==> src/rtl/shift_deserializer.sv <==
// MSB-first serial-to-parallel receiver with a one-entry valid/ready output
// register; short bursts and output overruns raise one-cycle error pulses.
module shift_deserializer #(
   parameter int TO     = 16,
   parameter int LOG2TO = 4
) (
   input  logic          clk,
   input  logic          reset,
   input  logic          data_i,
   input  logic          valid_i,
   output logic [TO-1:0] data_o,
   output logic          valid_o,
   input  logic          ready_i,
   output logic          err_short_o,
   output logic          err_ovf_o
);

   localparam int CW = LOG2TO + 1;

   typedef enum logic [1:0] {
      IDLE,
      SHIFT,
      DRAIN
   } state_t;

   state_t          state_q;
   logic [TO-1:0]   reg_q;
   logic [CW-1:0]   cnt_q;
   logic [TO-1:0]   data_q;
   logic            valid_q;
   logic            err_short_q;
   logic            err_ovf_q;
   logic [TO-1:0]   word_d;
   logic            last_d;

   assign word_d = {reg_q[TO-2:0], data_i};
   assign last_d = (cnt_q == CW'(TO - 1));

   // Starting in DRAIN keeps a burst already in flight at reset release
   // from being taken as the head of a word.
   always_ff @(posedge clk) begin
      if (reset) begin
         state_q     <= DRAIN;
         reg_q       <= '0;
         cnt_q       <= '0;
         data_q      <= '0;
         valid_q     <= 1'b0;
         err_short_q <= 1'b0;
         err_ovf_q   <= 1'b0;
      end else begin
         err_short_q <= 1'b0;
         err_ovf_q   <= 1'b0;
         if (valid_q && ready_i) begin
            valid_q <= 1'b0;
         end
         unique case (state_q)
            IDLE: begin
               if (valid_i) begin
                  reg_q   <= word_d;
                  cnt_q   <= CW'(1);
                  state_q <= SHIFT;
               end
            end
            SHIFT: begin
               if (valid_i) begin
                  reg_q <= word_d;
                  cnt_q <= cnt_q + CW'(1);
                  if (last_d) begin
                     state_q <= DRAIN;
                     if (!valid_q || ready_i) begin
                        data_q  <= word_d;
                        valid_q <= 1'b1;
                     end else begin
                        err_ovf_q <= 1'b1;
                     end
                  end
               end else begin
                  err_short_q <= 1'b1;
                  cnt_q       <= '0;
                  state_q     <= IDLE;
               end
            end
            DRAIN: begin
               if (!valid_i) begin
                  state_q <= IDLE;
               end
            end
            default: state_q <= DRAIN;
         endcase
      end
   end

   assign data_o      = data_q;
   assign valid_o     = valid_q;
   assign err_short_o = err_short_q;
   assign err_ovf_o   = err_ovf_q;

endmodule

==> config.mk <==
export PLATFORM = sky130hd
export DESIGN_NAME = shift_deserializer
export DESIGN_NICKNAME = d
export VERILOG_FILES = /design/src/rtl/shift_deserializer.sv
export SDC_FILE = /design/constraint.sdc
export NUM_CORES = 1
export LEC_CHECK = 0
export ABC_AREA = 1
export ABC_CLOCK_PERIOD_IN_PS = 1900
export BUFFER_PORTS_ARGS = -buffer_cell sky130_fd_sc_hd__buf_2
export CAP_MARGIN = 10
export CORE_UTILIZATION = 35
export DETAILED_ROUTE_END_ITERATION = 10
export SETUP_SLACK_MARGIN = 0.5
export SLEW_MARGIN = 20
export SYNTH_ARGS = -nofsm -noshare
export SYNTH_HDL_FRONTEND = slang
export SYNTH_SLANG_ARGS = --single-unit
==> constraint.sdc <==
create_clock -name clk -period 1.9 [get_ports clk]
set_input_delay 0.38 -clock clk [delete_from_list [all_inputs] [get_ports clk]]
set_output_delay 0.38 -clock clk [all_outputs]
set_load 0.02 [all_outputs]
# Word-level counts from Yosys, hierarchy flattened
# Cells that the tools add are included.
# totals
regBits,41
inputBits,5
# op_classes
mux,15
n_bitwise,3
n_addsub,1
n_eq_ne,6
n_reduce_logical,12
# op_table
operator,count
2-to-1 mux 5 bit,2
one-hot mux 5 bit (2 select lines),1
2-to-1 mux 2 bit,4
2-to-1 mux 1 bit,7
one-hot mux 2 bit (3 select lines),1
adder 5 x 1 -> 5 bit (second input constant),1
equality test 5 x 4 -> 1 bit (second input constant),1
!= test 2 bit (second input constant),2
AND reduction 2 bit,2
AND reduction 4 bit,1
OR reduction 2 bit,2
OR reduction 4 bit,1
!= test 3 bit (second input constant),1
NOT 1 bit,3
AND reduction 3 bit,1
equality test 2 x 1 -> 1 bit (second input constant),1
equality test 2 bit (second input constant),1
logical NOT 2 bit,1
nonzero test 2 bit,1
logical AND 1 bit,1
logical NOT 1 bit,1
logical OR 1 bit,1

# Depth between registers and ports, before layout
# depth
word_depth,6
mapped_depth,11

# Worst setup path after synthesis
# OpenSTA, ideal clock, no wires.
# synth_timing
kind,register to register
from,register cnt_q[0]
to,"register data_q[10], in the netlist data_o[10]"
arrival_time_ns,1.378
setup_ns,0.113
setup_slack_ns,0.409
stages_incl_launch_ff,11
path_buffers,1
path_cell_list,dfxtp_1 > ha_1 > nand2_1 > nor2_1 > ha_1 > nand2_1 > nor2_4 > nand2_2 > buf_2 > nor2_1 > nor2_1
# synth_via
elab_chain_len,2
# synth_lines
item,line_no,rtl
"start, declared",28,logic [CW-1:0] cnt_q;
"start signal, assigned",67,cnt_q <= cnt_q + CW'(1);
equality test 5 x 4 -> 1 bit,37,assign last_d = (cnt_q == CW'(TO - 1));
AND reduction 4 bit (no source line),n/a,
"end signal, assigned",71,data_q <= word_d;
"end, declared",29,logic [TO-1:0] data_q;
# No other way between the ends.
# A chain may end at the register's enable or synchronous reset.

# Final worst setup path
# layout_timing
from,register cnt_q[0]
to,"register data_q[4], in the netlist data_o[4]"
# Same word-level chain as after synthesis.

==> reports/qor.yml <==
status: "finished clean"
clock_path_buffers: 2
diodes: 0
drive_gt1_frac: 0.277
stdcell_count: 301
die-area_sq_mm: 0.00483
rsz0062_at_grt: "true"
finalSetupViolCount: 0
cts_made_buffers: 5
cp-start-kind: "flop"
netlist_area_sq_mm: 0.00160
netlist.area_leader.share: 0.515
wl_per_cell_um: 11.2
dp.cells: 285
final.setup.tns_ps: 0
p_per_area_mw_per_mm2: 809
tightest_slew_ps: 737
remaining_drc_errors: 0
cts_htree_levels: 2
postRouteAntennaNets: 0
num_rows: 24
core_area_sq_mm: 0.00435
critPathCaptureType: "flop"
max_freq_ghz: 0.624
slew_violations: 0
grt_pass1_vias: 1181
cts.sinks: 41
synth_seq_area_share: 0.515
path_clk_slew_ps: 80
slew_headroom: 0.507
avgSynthCellArea_sq_um: 7.35
syn_to_final_growth_pct: 28.1
mostFrequentLayoutCell: "nor2_1"
holdBufCountCts: 0
dp_hpwl_um: 1760
pin_count: 24
synthDistinctLibCells: 18
arrival_ps: 1800
p_leak_nw: 0.985
drv_cap: 0
syn_inst: 217
clock_latency_ps: 290
grtUsageTotal: 0.141
synth_area_leaders: "dfxtp_1, nor2_1, nand2_1"
hp-class: "in2reg"
gp_congestion: 0.783
worst_ep_required_time_ps: 2100
dr.pass1.iters: 4
synth_nets: 224
fin_util: 0.469
viasPerCell: 4.52
die_h_um: 69.5
final_nets: 256
period_needed_ps: 1600
grt_overflow: 0
peakVddDrop_mv: 0.495
hold_violations: 0
fin_worst_skew_ps: 6.42
yosysWarnings: 0
detail_route.iter0.violations: 56
vias: 1360
root_buffer: "clkbuf_8"
fin_crit_sh: 0.843
cts_tree: "yes"
grt_pass1_wl_um: 5380
fp.dieW_um: 69.5
grt_max_degree: 20
crit_type: "reg2reg"
routed_wl_um: 3370
start_util: 0.366
port_buffers: 23
cp_max_fo: 8
grt_antenna_before_repair: 0
synth_seq_cells: 41
synth_top_area_cell: "dfxtp_1"
final_cell_mix: "nor2_1, dfxtp_1, nand2_1"
-- flip-flops by register name, summed over array words and instances (netlist names) --
name         cells
err_ovf_o        1
reg_q           15
valid_o          1
state_q          2
cnt_q            5
err_short_o      1
data_o          16
-- kinds of logic (layout without fill, tap and decap cells) --
group	count (synthesis)	after routing	synth area share
simple gates	101	104	0.256
flops	41	41	0.515
fa+ha+maj	2	2	0.0157
buf+inv	39	68	0.106
compound gates	34	34	0.108
-- cell usage after synthesis (all sizes together) --
| master | count |
|---|---|
| a21oi | 14 |
| buf | 8 |
| clkbuf | 1 |
| dfxtp | 41 |
| ha | 2 |
| inv | 30 |
| nand2 | 46 |
| nand3 | 2 |
| nand4 | 1 |
| nor2 | 49 |
| nor3 | 2 |
| nor3b | 1 |
| o211ai | 1 |
| o21ai | 19 |
-- per-layer routing --
layer	global-route usage	up-vias	wire [um]
met2	0.220	28	1530
met3	0.0538	8	110
met4	0.0408	0	71
met1	0.182	596	1660
li1	-	728	-
met5	0	-	0
-- per-stage QoR --
| stage | hold WS (ps) | setup WS (ps) | cell area (sq um) | total power [W] |
|---|---|---|---|---|
| final | 330 | 299 | 2040 | 0.00165 |
| after global routing | 340 | 240 | 2040 | 0.00172 |
| after detailed placement | 459 | 331 | 1750 | 0.000990 |
| after CTS | 336 | 366 | 1980 | 0.00166 |
| after floorplan | 444 | 499 | 1610 | 0.000969 |
| after global placement | 458 | 362 | 1750 | 0.000990 |
-- repair_timing --
item,in CTS,in global routing
buffers inserted,5,1
gates cloned,3,0
pin swaps,2,5
endpoints found under the setup margin,16,21
resized for setup,13,15
-- worst paths after layout --
path,start,to,slack [ps],cells after the start
worst min register to register,cnt_q[4],cnt_q[4],470,2
worst max register to register,cnt_q[0],data_o[4],300,10
worst max-delay path,cnt_q[0],data_o[4],300,10
worst min-delay path,data_i,data_o[0],330,3
-- power by group --
group / total (W) / switching, W / internal (W)
sequential: 0.000900 / 0.0000168 / 0.000883
combinational: 0.0000764 / 0.0000505 / 0.0000259
clock: 0.000676 / 0.000294 / 0.000382
total: 0.00165 / 0.000362 / 0.00129
-- cell type report --
type,instances,area (sq um)
tap,52,65.1
multi-input combinational,140,751
clock inverter,2,35.0
clock buffer,5,68.8
fill,433,2310
sequential,41,823
inverter,30,113
timing repair buffer,31,188
-- critical path: stages (launching register included) --
cell,delay [ps]
dfxtp_2,360
ha_4,160
nand2_4,60
nor2_2,100
ha_2,170
nand2_2,80
nor2_4,120
buf_12,160
nand2_4,110
nor2_1,140
nor2_1,50
Power figures use the tool's default switching activity.
